File: config.mk
export PLATFORM = sky130hd
export DESIGN_NAME = uart_tx
export DESIGN_NICKNAME = d
export VERILOG_FILES = /design/src/rtl/uart_pkg.sv /design/src/rtl/uart_baud_cnt.sv /design/src/rtl/uart_tx.sv
export SDC_FILE = /design/constraint.sdc
export NUM_CORES = 1
export LEC_CHECK = 0
export ABC_AREA = 1
export CAP_MARGIN = 5
export CORE_MARGIN = 3
export CORE_UTILIZATION = 30
export CTS_BUF_LIST = sky130_fd_sc_hd__clkbuf_16
export DETAILED_ROUTE_END_ITERATION = 8
export HOLD_SLACK_MARGIN = 0.02
export PLACE_DENSITY = 0.54
export SYNTH_ARGS = -nofsm -noshare
export SYNTH_HDL_FRONTEND = slang
export SYNTH_HIERARCHICAL = 1
export SYNTH_SLANG_ARGS = --single-unit
File: constraint.sdc
create_clock -name i_clk -period 5.7 [get_ports i_clk]
set_input_delay 1.14 -clock i_clk [delete_from_list [all_inputs] [get_ports i_clk]]
set_output_delay 1.14 -clock i_clk [all_outputs]
set_load 0.02 [all_outputs]
File: src/rtl/uart_pkg.sv
// Shared UART definitions: shifter state encoding and bit-timing helper,
// common to the transmitter and receiver so both agree on line timing.
package uart_pkg;

  typedef enum logic [1:0] {
    IDLE  = 2'd0,
    START = 2'd1,
    DATA  = 2'd2,
    STOP  = 2'd3
  } uart_state_e;

  function automatic int clks_per_bit(input int clk_freq, input int baud);
    return clk_freq / baud;
  endfunction

endpackage

File: src/rtl/uart_baud_cnt.sv
// Bit-period counter: counts 0..CLKS_PER_BIT-1 while enabled and flags the
// last count of each period with tick.
module uart_baud_cnt #(
  parameter int CLKS_PER_BIT = 12
) (
  input  logic clk,
  input  logic rst_n,
  input  logic clear,
  input  logic enable,
  output logic tick
);

  localparam int CNT_W = (CLKS_PER_BIT > 1) ? $clog2(CLKS_PER_BIT) : 1;
  localparam logic [CNT_W-1:0] LAST = CNT_W'(CLKS_PER_BIT - 1);

  logic [CNT_W-1:0] cnt_r;

  // Period counter; wraps on the last count so the next period starts at zero.
  always_ff @(posedge clk or negedge rst_n) begin
    if (!rst_n) begin
      cnt_r <= '0;
    end else if (clear) begin
      cnt_r <= '0;
    end else if (enable) begin
      cnt_r <= (cnt_r == LAST) ? '0 : cnt_r + 1'b1;
    end else begin
      cnt_r <= cnt_r;
    end
  end

  assign tick = enable && !clear && (cnt_r == LAST);

endmodule

File: src/rtl/uart_tx.sv
// UART transmitter: start bit, NUM_BITS data bits LSB first, STOP_BITS stop
// bits, with a one-entry holding register for gap-free back-to-back frames.
module uart_tx
  import uart_pkg::*;
#(
  parameter int CLK_FREQ  = 12000000,
  parameter int BAUD      = 9600,
  parameter int NUM_BITS  = 8,
  parameter int STOP_BITS = 1
) (
  input  logic                i_clk,
  input  logic                i_rst_n,
  input  logic [NUM_BITS-1:0] i_data,
  input  logic                i_valid,
  output logic                o_ready,
  output logic                o_tx,
  output logic                o_busy,
  output logic                o_done
);

  localparam int CLKS_PER_BIT = clks_per_bit(CLK_FREQ, BAUD);
  localparam int IDX_W = $clog2(NUM_BITS + 1);
  localparam logic [IDX_W-1:0] LAST_IDX = IDX_W'(NUM_BITS - 1);
  localparam logic [0:0] LAST_STOP = 1'(STOP_BITS - 1);

  uart_state_e         state_r;
  logic [NUM_BITS-1:0] shift_r;
  logic [NUM_BITS-1:0] hold_r;
  logic                hold_full_r;
  logic [IDX_W-1:0]    idx_r;
  logic [0:0]          stop_idx_r;
  logic                tx_r;
  logic                busy_r;
  logic                done_r;

  logic                tick_s;
  logic                accept_s;
  logic                frame_end_s;
  logic                direct_load_s;
  logic [NUM_BITS-1:0] shift_next_s;

  uart_baud_cnt #(
    .CLKS_PER_BIT(CLKS_PER_BIT)
  ) u_baud_cnt (
    .clk   (i_clk),
    .rst_n (i_rst_n),
    .clear (state_r == IDLE),
    .enable(state_r != IDLE),
    .tick  (tick_s)
  );

  assign accept_s      = i_valid && !hold_full_r;
  assign frame_end_s   = (state_r == STOP) && tick_s && (stop_idx_r == LAST_STOP);
  assign direct_load_s = accept_s && ((state_r == IDLE) || frame_end_s);
  assign shift_next_s  = shift_r >> 1'b1;

  // Shifter FSM, holding register and registered line outputs.
  always_ff @(posedge i_clk or negedge i_rst_n) begin
    if (!i_rst_n) begin
      state_r     <= IDLE;
      shift_r     <= '0;
      hold_r      <= '0;
      hold_full_r <= 1'b0;
      idx_r       <= '0;
      stop_idx_r  <= 1'b0;
      tx_r        <= 1'b1;
      busy_r      <= 1'b0;
      done_r      <= 1'b0;
    end else begin
      done_r <= 1'b0;
      if (accept_s && !direct_load_s) begin
        hold_r      <= i_data;
        hold_full_r <= 1'b1;
      end
      case (state_r)
        IDLE: begin
          if (accept_s) begin
            state_r <= START;
            shift_r <= i_data;
            tx_r    <= 1'b0;
            busy_r  <= 1'b1;
          end
        end
        START: begin
          if (tick_s) begin
            state_r <= DATA;
            idx_r   <= '0;
            tx_r    <= shift_r[0];
          end
        end
        DATA: begin
          if (tick_s) begin
            shift_r <= shift_next_s;
            idx_r   <= idx_r + 1'b1;
            if (idx_r == LAST_IDX) begin
              state_r    <= STOP;
              stop_idx_r <= 1'b0;
              tx_r       <= 1'b1;
            end else begin
              tx_r <= shift_next_s[0];
            end
          end
        end
        STOP: begin
          if (tick_s) begin
            if (stop_idx_r == LAST_STOP) begin
              done_r <= 1'b1;
              // Chain the next frame straight into START so the line never idles.
              if (hold_full_r) begin
                state_r     <= START;
                shift_r     <= hold_r;
                hold_full_r <= 1'b0;
                tx_r        <= 1'b0;
              end else if (accept_s) begin
                state_r <= START;
                shift_r <= i_data;
                tx_r    <= 1'b0;
              end else begin
                state_r <= IDLE;
                tx_r    <= 1'b1;
                busy_r  <= 1'b0;
              end
            end else begin
              stop_idx_r <= stop_idx_r + 1'b1;
            end
          end
        end
        default: begin
          state_r <= IDLE;
          tx_r    <= 1'b1;
          busy_r  <= 1'b0;
        end
      endcase
    end
  end

  assign o_ready = ~hold_full_r;
  assign o_tx    = tx_r;
  assign o_busy  = busy_r;
  assign o_done  = done_r;

endmodule

==> results of run 1 <==
==> cells in the final DEF, fill, tap and decap left out, drive strengths merged <==
cell	n
o21bai	2
nand3	16
bufinv	1
nor2	23
and3	1
o21ai	30
clkbuf	5
clkinv	1
xor2	4
ha	8
buf	1
nor3	3
inv	41
dfrtp	36
nand3b	4
clkinvlp	1
xnor2	1
a21oi	7
nand2	96
nand4	5
o22ai	4
a21boi	1
clkdlybuf4s50	13
dfstp	1
==> critical path, cell delays in order (launching register included) <==
cell and delay (ps):
dfrtp_1 470, inv_1 130, ha_1 320, inv_1 150, inv_1 50, nor2_1 210
inv_1 90, nor3_1 560, inv_1 120, a21oi_1 410, a21boi_0 230, nor2_1 50
==> logic make-up after synthesis <==
logic type / after synthesis / synth area share [%]
DFF: 37 / 42.9
xor gates and xnor gates: 5 / 2.03
adders and majority gates: 8 / 4.64
buffers and inverters: 44 / 8.11
AOI/OAI and AO/OA: 44 / 11.6
and+or+nand+nor: 148 / 30.6
==> power groups by stage <==
stage	combinational [W]	sequential, W	clock [W]
after global routing	0.0000153	0.000263	0.000329
after global placement	0.0000143	0.000267	0
after CTS	0.0000143	0.000263	0.000320
final	0.0000135	0.000263	0.000312
after floorplan	0.000000484	0.000268	0
after detailed placement	0.0000142	0.000267	0
==> layout make-up <==
| type | count | share of cell area [%] |
|---|---|---|
| Multi-Input combinational cell | 205 | 41.3 |
| Sequential cell | 37 | 36.2 |
| Inverter | 41 | 6.01 |
| Timing Repair Buffer | 14 | 5.28 |
| Clock buffer | 5 | 4.89 |
| Tap cell | 96 | 4.69 |
| Clock inverter | 3 | 1.61 |
==> worst min path at each step <==
| stage | slack, ps | cells past startpoint | to |
|---|---|---|---|
| floorplan | 450 | 2 | shift_r[1]$_DFFE_PN0P_ |
| global placement | 460 | 2 | o_tx$_DFFE_PN1P_ |
| detailed placement | 460 | 2 | o_tx$_DFFE_PN1P_ |
| CTS | 470 | 2 | o_tx$_DFFE_PN1P_ |
| global route | 500 | 2 | o_tx$_DFFE_PN1P_ |
| finish | 470 | 2 | o_tx$_DFFE_PN1P_ |
==> state kept, by name (all words and copies together), names as in the netlist <==
signal / count
u_baud_cnt/cnt_r: 11
hold_r: 8
shift_r: 8
idx_r: 4
state_r: 2
hold_full_r: 1
o_busy: 1
o_done: 1
o_tx: 1
==> metrics by stage <==
stage | setup slack [ps] | instance area, um^2 | instances | util (%) | hold WS [ps]
6_report | 2790 | 2560 | 401 | 37.3 | 472
5_1_grt | 2440 | 2560 | 401 | 37.3 | 505
4_1_cts | 2770 | 2560 | 401 | 37.3 | 473
3_5_place_dp | 2810 | 2390 | 393 | 34.8 | 464
3_3_place_gp | 2890 | 2390 | 393 | 34.8 | 456
2_1_floorplan | 3290 | 2160 | 286 | - | 449
==> metal layers <==
metal / GRT usage, % / wire length [um] / share of wire, % / up-vias
li1: - / - / - / 951
met1: 16.8 / 2440 / 53 / 812
met2: 18.3 / 1950 / 43 / 22
met3: 2.58 / 132 / 2.9 / 6
met4: 3.77 / 59 / 1.3 / 0
met5: 0 / 0 / 0 / -
==> flow_summary.ini, run 1 <==
[placed_design]
place_congestion = 0.806
dp_hpwl_mm = 3.30
port_buffers = 14

[route]
drt-initial-drc-count = 88
routedWlPerCell_um = 11.4
viasPerCell = 4.47
dr.pass1.iters = 4
ant_nets = 0
wl_mm = 4.58
via_count = 1791
post-route-drc-count = 0

[cells_and_area]
nFillCells = 717
seqCellArea_um2 = 927
drive_gt1_share_pct = 7.87
antenna_cells = 0
multi_input_area_um2 = 1060
areaGrowthSynthToFinish_pct = 18.5
fin_nets = 323

[clock_tree]
hold_buffers = 0
clock_latency_ps = 280
cts_made_buffers = 5
root_buffer = clkbuf_16
clk_pin_slew_worst_paths_ps = 60
cts_tree = done
clock_sinks = 37
ctsHtreeMaxLevel = 2
cts_buffer_depth = 2
postCtsSetupRepairBufs = 0
cts-resized-gates = 0

[logic_synthesis]
synth_top_cell_by_area = dfrtp_1
postSynthCellCount = 286
ys_seq_area_share_pct = 42.9
avgSynthCellArea_um2 = 7.55
synth_top_area_share_pct = 41.7
async_reset_ff_share_pct = 100
ys_types = 31
ys_ff_latch = 37
synth_nets = 305
ys_top_cells_by_count = 95 x nand2_1, 39 x inv_1, 36 x dfrtp_1
yosys-top-cells-area = dfrtp_1 42%, nand2_1 17%, inv_1 6.8%
synth_most_common_cell = nand2_1
ys.flop_type = dfrtp_1
synth_edf_count = 0
syn_area_um2 = 2160
yosys_warnings = 6

[sta]
rsz0062_at_grt = no
slew_headroom_pct = 43.2
clock_skew_ps = 4.18
fmax_mhz = 343
finalHoldViolations = 0
worst_slew_pin_slew_ps = 852
tns_ps = 0
maxSlewViolCount = 0
fin_crit_ps = 2910
final.period_utilization_pct = 51.1
setup_viol = 0

[floorplan]
die_h_um = 90.8
core_area_um2 = 6870
ios = 15
start_util_pct = 31.4
die-area_um2 = 8250
core.rowCount = 30
fp.dieW_um = 90.8

[critical_path]
rr_worst_depth = 11
cp-end-kind = register
endpoint = idx_r[2]$_DFFE_PN0P_
criticalPathCategory = reg2reg
worstReg2RegStart = state_r[0]$_DFFE_PN0P_
crit_required_ps = 5870
timing.rr.end = idx_r[2]$_DFFE_PN0P_
crit_fanout = 7
crit_path_start_kind = register
setup.worst_path.start = state_r[0]$_DFFE_PN0P_
critical_path_arrival_ps = 3080
timing.reg2reg.setup_slack_ps = 2790

[pwr]
p_switching_w = 0.000115
power_density_nw_per_um2 = 230
total_power_w = 0.000588
seqPwrFrac_pct = 44.7
pwr-share-comb_pct = 2.3
swShare_pct = 19.5
leakagePower_nw = 1.20
p_int_w = 0.000473
p_clk_share_pct = 53.0
ir_drop_mv = 0.132

[global_routing]
grt_pass1_wl_mm = 8.14
antenna_found_initial = 0
grt_pass1_vias = 1725
grt_use_total_pct = 12.0
grt_max_degree = 38
overflow = 0

[run]
drv_cap = 0

[hold_path]
holdCritPathClass = reg2reg
hp-start = o_tx$_DFFE_PN1P_

[run_status]
run_status = finished, final reports clean
(Power assumes the default switching activity.)
==> run 2, diff against run 1 <==
==> constraint.sdc (replaced) <==
create_clock -name i_clk -period 2.8 [get_ports i_clk]
set_input_delay 0.56 -clock i_clk [delete_from_list [all_inputs] [get_ports i_clk]]
set_output_delay 0.56 -clock i_clk [all_outputs]
set_load 0.02 [all_outputs]
==> run 2 against run 1 <==
  * Wire length up 4.4%
  * Utilization rose by 0.073 points
  * Die area is the same
  * Sequential share of layout area is 0.071 points lower
  * Power rose by 85%
==> flow_summary.ini, run 2 (synthesized netlist as in run 1, its figures left out) <==
[run_status]
run_status = finished, final reports clean

[global_routing]
antenna_found_initial = 0
grt_max_degree = 38
grt_pass1_vias = 1901
grt_pass1_wl_mm = 8.69
grt_use_total_pct = 12.9
overflow = 0

[critical_path]
crit_fanout = 17
crit_required_ps = 2960
path_common_cell = inv_1
cpMaxStageDelayCell = dfrtp_1
critical-path-top-delay-family = buffers and inverters
cp-end-kind = register
crit_buf_inv = 7
max_stage_delay_ps = 450
critical_path_arrival_ps = 2660
criticalPathCategory = reg2reg
crit_path_cell_trace = inv_1 -> ha_1 -> inv_1 -> inv_1 -> nor2_1 -> inv_1 -> nor3_1 -> buf_4 -> nand2_1 -> inv_1 -> nor3_4 -> buf_4 -> o21bai_1
crit_path_start_kind = register

[hold_path]
holdCritPathClass = in2async

[sta]
setup_viol = 0
finalHoldViolations = 0
fmax_mhz = 400
rsz0062_at_grt = no
slew_headroom_pct = 43.8
fin_crit_ps = 2500
clock_skew_ps = 8.01
maxSlewViolCount = 0
tns_ps = 0
worst_slew_pin_slew_ps = 843
final.period_utilization_pct = 89.2
layout_setup_ws_ps = 302

[cells_and_area]
top_regs = u_baud_cnt/cnt_r (11), hold_r (8), shift_r (8)
antenna_cells = 0
areaGrowthSynthToFinish_pct = 18.8
fin_nets = 327
largest_reg_flops = 11
drive_gt1_share_pct = 9.06
final_common_cell = nand2_1
mostFrequentLayoutCells = 95 x nand2_1, 39 x inv_1, 36 x dfrtp_1
largest-register = u_baud_cnt/cnt_r

[floorplan]
start_util_pct = 31.4
fp.dieW_um = 90.8
die-area_um2 = 8250
core_area_um2 = 6870
ios = 15
die_h_um = 90.8
core.rowCount = 30

[route]
via_count = 1815
viasPerCell = 4.48
ant_nets = 0
dr.pass1.iters = 4
drt-initial-drc-count = 82
routedWlPerCell_um = 11.8
wl_mm = 4.78
post-route-drc-count = 0

[clock_tree]
clock_latency_ps = 280
cts_made_buffers = 5
cts_tree = done
clock_sinks = 37
clk_pin_slew_worst_paths_ps = 50
root_buffer = clkbuf_16
postCtsSetupRepairBufs = 0
ctsHtreeMaxLevel = 2
hold_buffers = 0
cts_buffer_depth = 2

[placed_design]
port_buffers = 14
dp_hpwl_mm = 3.38
dp_slack_ps = 282
place_congestion = 0.826

[run]
drv_cap = 0

[pwr]
leakagePower_nw = 1.21
ir_drop_mv = 0.306
power_density_nw_per_um2 = 425
==> run 2: cell count changes in the layout (fill, tap and decap cells not counted) <==
cell / change
clkinv_2: +1
a21oi_1: -1
buf_4: +4
clkinvlp_4: -1
clkinv_1: +1
a21oi_2: +1
bufinv_16: -1
==> run 2: what timing repair did <==
| action | CTS | global route |
|---|---|---|
| resized for setup | 0 | 1 |
| endpoints found under the hold margin | 0 | 0 |
| endpoints found under the setup margin | 0 | 2 |
==> run 2: power by group <==
| group | switching [W] | total, W | internal [W] |
|---|---|---|---|
| sequential | 0 | 0.000535 | 0.000535 |
| combinational | 0.0000151 | 0.0000269 | 0.0000118 |
| clock | 0.000206 | 0.000527 | 0.000322 |
| total | 0.000221 | 0.00109 | 0.000868 |
==> run 2: metrics by stage <==
| step | std cells | hold WS [ps] | power, W | cell area [um^2] | utilization (%) |
|---|---|---|---|---|---|
| floorplan | 286 | 264 | 0.000546 | 2160 | - |
| global placement | 397 | 467 | 0.000573 | 2420 | 35.3 |
| detailed placement | 397 | 464 | 0.000573 | 2420 | 35.3 |
| CTS | 405 | 434 | 0.00111 | 2560 | 37.3 |
| global route | 405 | 457 | 0.00113 | 2560 | 37.3 |
| finish | 405 | 396 | 0.00109 | 2560 | 37.3 |
==> run 2: cell type report <==
cell class,instances,area [um^2]
Multi-Input combinational cell,205,1060
Sequential cell,37,927
Fill cell,712,4300
Inverter,41,154
Clock buffer,5,125
Clock inverter,3,12.5
Timing Repair Buffer,18,165
Tap cell,96,120
==> run 2: per-layer routing <==
metal,global-route usage [%],vias to the layer above,routed length (um)
met3,3.08,6,140
met5,0,-,0
met1,17.0,835,2480
met2,20.5,26,2100
li1,-,948,-
met4,4.90,0,65
==> run 2: final timing paths <==
check | startpoint | endpoint | slack [ps] | depth (start not counted)
max | state_r[0]$_DFFE_PN0P_ | hold_full_r$_DFF_PN0_ | 300 | 13
min | i_rst_n | idx_r[3]$_DFFE_PN0P_ | 400 | 1
max reg2reg | state_r[0]$_DFFE_PN0P_ | hold_full_r$_DFF_PN0_ | 300 | 13
min reg2reg | o_tx$_DFFE_PN1P_ | o_tx$_DFFE_PN1P_ | 470 | 2
max in group asynchronous | i_rst_n | state_r[0]$_DFFE_PN0P_ | 1880 | 1
min in group i_clk | o_tx$_DFFE_PN1P_ | o_tx$_DFFE_PN1P_ | 470 | 2
==> run 3, diff against run 2 <==
--- a/config.mk
+++ b/config.mk
@@ -5,14 +5,14 @@
 export SDC_FILE = /design/constraint.sdc
 export NUM_CORES = 1
 export LEC_CHECK = 0
-export ABC_AREA = 1
+export ABC_AREA = 0
 export CAP_MARGIN = 5
 export CORE_MARGIN = 3
 export CORE_UTILIZATION = 30
 export CTS_BUF_LIST = sky130_fd_sc_hd__clkbuf_16
 export DETAILED_ROUTE_END_ITERATION = 8
 export HOLD_SLACK_MARGIN = 0.02
-export PLACE_DENSITY = 0.54
+export PLACE_DENSITY = 0.55
 export SYNTH_ARGS = -nofsm -noshare
 export SYNTH_HDL_FRONTEND = slang
 export SYNTH_HIERARCHICAL = 1
==> run 3 against run 2 <==
  * Sequential power increased by 4%
  * Register-to-register slack improved by 99 ps
  * Clock-buffer cell count unchanged
  * Area after synthesis fell by 8.7%
  * Critical path type unchanged
  * Critical endpoint is now hold_r[3]$_DFFE_PN0P_
==> flow_summary.ini, run 3 <==
[floorplan]
die-area_um2 = 7580
ios = 15
fp.dieW_um = 87.1
die_h_um = 87.1
start_util_pct = 32.2
core_area_um2 = 6130
core.rowCount = 28

[pwr]
p_switching_w = 0.000234
ir_drop_mv = 0.212
leakagePower_nw = 1.02
power_density_nw_per_um2 = 478
swShare_pct = 20.7
seqPwrFrac_pct = 49.2
p_clk_share_pct = 47.2
pwr-share-comb_pct = 3.7
p_int_w = 0.000894

[route]
via_count = 1448
wl_met2_mm = 1.69
dr.pass1.iters = 5
wl_mm = 4.02
routed-wl-met3_um = 133
drt-initial-drc-count = 161
top_layer = met4
wl_met1_mm = 2.15
viasPerCell = 5.19
ant_nets = 0
routedWlPerCell_um = 14.4
post-route-drc-count = 0

[global_routing]
grt_use_total_pct = 12.1
antenna_found_initial = 0
overflow = 0
grt_max_degree = 38
grt_pass1_vias = 1469
grt_pass1_wl_mm = 7.18

[run_status]
run_status = finished, final reports clean

[clock_tree]
postCtsSetupRepairBufs = 0
clock_latency_ps = 280
clk_pin_slew_worst_paths_ps = 60
cts-resized-gates = 0
cts_buffer_depth = 2
root_buffer = clkbuf_16
cts_tree = done
cts_made_buffers = 5
clock_sinks = 37
hold_buffers = 0
ctsHtreeMaxLevel = 2

[sta]
worst_slew_pin_slew_ps = 804
finalHoldViolations = 0
layout_setup_ws_ps = 401
fmax_mhz = 417
setup_viol = 0
slew_headroom_pct = 46.4
clock_skew_ps = 9.97
maxSlewViolCount = 0
tns_ps = 0
rsz0062_at_grt = no
fin_crit_ps = 2400
final.period_utilization_pct = 85.7

[logic_synthesis]
postSynthCellCount = 179
synth_nets = 198
async_reset_ff_share_pct = 100
ys_types = 45
syn_area_um2 = 1970
yosys_warnings = 6
ys_ff_latch = 37
synth_most_common_cell = dfrtp_1
yosys-top-cells-area = dfrtp_1 46%, mux2_4 6.1%, ha_1 5.1%
avgSynthCellArea_um2 = 11.0
synth_edf_count = 0
synth_top_area_share_pct = 45.7
ys_seq_area_share_pct = 47.0
ys_top_cells_by_count = 36 x dfrtp_1, 17 x nand2_1, 11 x nand3_1
ys.flop_type = dfrtp_1
synth_top_cell_by_area = dfrtp_1

[critical_path]
crit_fanout = 10
critical_path_arrival_ps = 2570
crit_path_start_kind = register
crit_required_ps = 2970
critical-path-top-delay-family = simple AND/OR/NAND/NOR gates
crit_buf_inv = 4
crit_path_cell_trace = inv_1 -> ha_1 -> inv_1 -> nand2b_1 -> nor2_1 -> buf_4 -> and2_4 -> or3_1 -> buf_4 -> mux2_4
cpMaxStageDelayCell = dfrtp_1
max_stage_delay_ps = 430
cp-end-kind = register
criticalPathCategory = reg2reg

[cells_and_area]
stdcell_count = 279
mostFrequentLayoutCells = 36 x dfrtp_1, 17 x nand2_1, 13 x clkdlybuf4s50_1
top_regs = u_baud_cnt/cnt_r (11), hold_r (8), shift_r (8)
antenna_cells = 0
largest_reg_flops = 11
largest-register = u_baud_cnt/cnt_r
final_common_cell = dfrtp_1
fin_nets = 222
drive_gt1_share_pct = 16.2
areaGrowthSynthToFinish_pct = 19.7
fin_util_pct = 38.5

[placed_design]
dp_hpwl_mm = 2.79
dp.cells = 271
dp_slack_ps = 414
port_buffers = 14
place_congestion = 0.838

[run]
drv_cap = 0

[hold_path]
holdCritPathClass = in2async
## run 3: logic make-up after synthesis
family          synth area share (%)
buf+inv                         3.81
simple gates                    15.8
flops                           47.0
xor+xnor                       0.444
mux                             8.19
fa+ha+maj                       5.08
compound gates                  19.7
## run 3: area by class of cell
cell class	count	area (um^2)
clock buffer	5	125
sequential	37	927
inverter	9	33.8
timing repair buffer	22	195
clock inverter	3	15.0
fill	591	3770
multi-input combinational	128	970
tap	75	93.8
## run 3: path summary, 6_finish.rpt
kind                                                   endpoint  slack (ps)  cells past startpoint                   start
max in group asynchronous       u_baud_cnt/cnt_r[6]$_DFFE_PN0P_        1910                      1                 i_rst_n
worst max register to register            hold_r[3]$_DFFE_PN0P_         400                     10  state_r[1]$_DFFE_PN0P_
min in group i_clk                       shift_r[6]$_DFFE_PN0P_         500                      1  shift_r[6]$_DFFE_PN0P_
worst min register to register           shift_r[6]$_DFFE_PN0P_         500                      1  shift_r[6]$_DFFE_PN0P_
worst min-delay path                     state_r[0]$_DFFE_PN0P_         370                      1                 i_rst_n
worst max-delay path                      hold_r[3]$_DFFE_PN0P_         400                     10  state_r[1]$_DFFE_PN0P_
## run 3: layer usage
metal / up-vias / GRT usage [%]
met2: 27 / 16.6
met1: 688 / 17.7
met3: 2 / 3.03
met5: - / 0
li1: 731 / -
met4: 0 / 5.38
## run 3: through the flow
step / power [W] / hold WS [ps] / cell area, um^2
floorplan: 0.000576 / 264 / 1970
global placement: 0.000606 / 477 / 2220
detailed placement: 0.000606 / 478 / 2220
CTS: 0.00115 / 410 / 2360
global route: 0.00117 / 440 / 2360
finish: 0.00113 / 371 / 2360
## run 3: power by group through the flow
stage	sequential, W	combinational [W]	clock [W]
2_1_floorplan	0.000561	0.0000145	0
6_report	0.000554	0.0000414	0.000532
3_5_place_dp	0.000563	0.0000430	0
3_3_place_gp	0.000564	0.0000425	0
5_1_grt	0.000555	0.0000461	0.000572
4_1_cts	0.000554	0.0000430	0.000551
==> RTL change, RTL diff (config.mk and constraints of run 3) <==
Re-encode `uart_state_e` (4 states) as one-hot, 4 bits wide.
--- a/src/rtl/uart_pkg.sv
+++ b/src/rtl/uart_pkg.sv
@@ -2,11 +2,11 @@
 // common to the transmitter and receiver so both agree on line timing.
 package uart_pkg;
 
-  typedef enum logic [1:0] {
-    IDLE  = 2'd0,
-    START = 2'd1,
-    DATA  = 2'd2,
-    STOP  = 2'd3
+  typedef enum logic [3:0] {
+    IDLE  = 4'b0001,
+    START = 4'b0010,
+    DATA  = 4'b0100,
+    STOP  = 4'b1000
   } uart_state_e;
 
   function automatic int clks_per_bit(input int clk_freq, input int baud);
Function: same outputs for any inputs over 10 cycles, from zero or initial values and one cycle with i_rst_n low; not proved beyond that.
==> RTL change against run 3 <==
- area after synthesis is 22% higher
- final cell count is 27% higher
- clock skew is 4.1 ps lower
- utilization is 1.9 points lower
- wire length is 32% higher
- sequential cell count is 2 higher
- setup slack worse by 30 ps
- design area is 21% higher
- critical endpoint is now hold_r[7]$_DFFE_PN0P_
Power is not compared: it rests on default switching activity, and its combinational part moved more than twofold at a synthesized area within 25%.
==> RTL change: results (changes against run 3) <==
ys_types: 57  # +27%
drive_gt1_share_pct: 23.11  # +6.9 points
critPathMaxStageDelay_ps: 410  # -20 ps
fill_cells: 799  # +35%
grt_pass1_vias: 1781  # +21%
viasPerCell: 5.187  # about the same
arrival_ps: 2600  # +30 ps
synthTopCellsByArea: "dfrtp_1, mux2_2, mux2i_1"
top_register: "u_baud_cnt/cnt_r"
track_usage_pct: 12.46  # +0.38 points
place_area_sq_um: 2681  # +21%
wl_per_cell_microns: 14.99  # +4.1%
vdd_drop_max_mv: 0.2758
cts_resized: 0  # unchanged
synth_top_cells_by_count: "dfrtp_1, nand2_1, mux2_2, mux2i_1, nand3_1"
drtIter0Drc: 97  # -40%
post-place-ws_ps: 389.2  # -24.68 ps
drt_first_pass_iters: 4  # -1
cts_max_path_buffers: 2  # unchanged
grt_pass1_wl_mm: 8.804  # +23%
power.internal_w: 0.001540
skew_ps: 5.844  # -4.123 ps
fin_util_pct: 36.63  # -1.9 points
ys_seq_area_share_pct: 40.62  # -6.4 points
place.gp.congestion: 0.7333  # -12%
clk_pin_slew_ps: 60  # about the same
port_buffers: 14  # unchanged
outcome: "finished, final reports clean"
syn-num-nets: 242  # +22%
path_max_fanout: 8  # -2
grt_max_degree: 40  # +5.3%
cpMaxStageDelayCell: "or3_1"
postCtsSetupRepairBufs: 0  # unchanged
r2r_cells: 9  # -1
clock_latency_ps: 280  # about the same
slew-limit-headroom_pct: 39.83  # -6.5 points
hpwl_mm: 3.562  # +28%
nNetsFinal: 264  # +19%
==> RTL change: routing by layer <==
metal / wire, microns / share of wire, % / GRT usage [%] / up-vias
li1: - / - / - / 892
met1: 2686 / 51 / 17.59 / 905
met2: 2347 / 44 / 18.59 / 29
met3: 166 / 3.1 / 2.210 / 5
met4: 90 / 1.7 / 5.332 / 0
met5: 0 / 0 / 0 / -
==> RTL change: per-stage QoR <==
stage | cells | hold slack [ps]
after CTS | 353 | 449.3
after detailed placement | 345 | 476.1
after floorplan | 228 | 264.4
after global routing | 353 | 483.4
after global placement | 345 | 476.5
final | 353 | 406.0
==> RTL change: cells by family (layout without fill, tap and decap cells) <==
| kind of cell | count (synthesis) | in the layout | synth area share (%) |
|---|---|---|---|
| simple gates | 81 | 81 | 19.90 |
| buf+inv | 17 | 40 | 4.207 |
| fa+ha+maj | 3 | 3 | 1.559 |
| xor+xnor | 2 | 2 | 0.7274 |
| compound gates | 46 | 46 | 13.87 |
| flops | 39 | 39 | 40.62 |
| mux | 40 | 40 | 19.12 |
==> RTL change: worst paths after layout <==
check | startpoint | end | slack (ps)
setup / recovery | state_r[2]$_DFFE_PN0P_ | hold_r[7]$_DFFE_PN0P_ | 370
hold / removal | i_rst_n | idx_r[2]$_DFFE_PN0P_ | 410
setup reg to reg | state_r[2]$_DFFE_PN0P_ | hold_r[7]$_DFFE_PN0P_ | 370
hold reg to reg | idx_r[3]$_DFFE_PN0P_ | idx_r[3]$_DFFE_PN0P_ | 490
max in group asynchronous | i_rst_n | u_baud_cnt/cnt_r[0]$_DFFE_PN0P_ | 1820
min in group i_clk | idx_r[3]$_DFFE_PN0P_ | idx_r[3]$_DFFE_PN0P_ | 490
==> RTL change: final cells by class <==
| cell class | count | share of cell area, % |
|---|---|---|
| clock buffer | 5 | 4.398 |
| clock inverter | 3 | 1.363 |
| inverter | 7 | 1.011 |
| multi-input combinational | 172 | 46.70 |
| sequential | 39 | 34.39 |
| tap | 102 | 4.485 |
| timing repair buffer | 25 | 7.652 |
==> RTL change: power groups by stage <==
stage / Clock [W] / Combinational [W] / Sequential, W
2_1_floorplan: 0 / 0.000658 / 0.000803
3_3_place_gp: 0 / 0.000854 / 0.000806
3_5_place_dp: 0 / 0.000862 / 0.000806
4_1_cts: 0.000666 / 0.000869 / 0.000799
5_1_grt: 0.000679 / 0.000949 / 0.000820
6_report: 0.000645 / 0.000863 / 0.000799
==> RTL change: critical path: cells and delay by family (launching register included) <==
family / cells / cell delay [ps]
flip-flops: 1 / 370
buffers and inverters: 2 / 310
multiplexers: 1 / 310
AND/OR/NAND/NOR: 6 / 1310
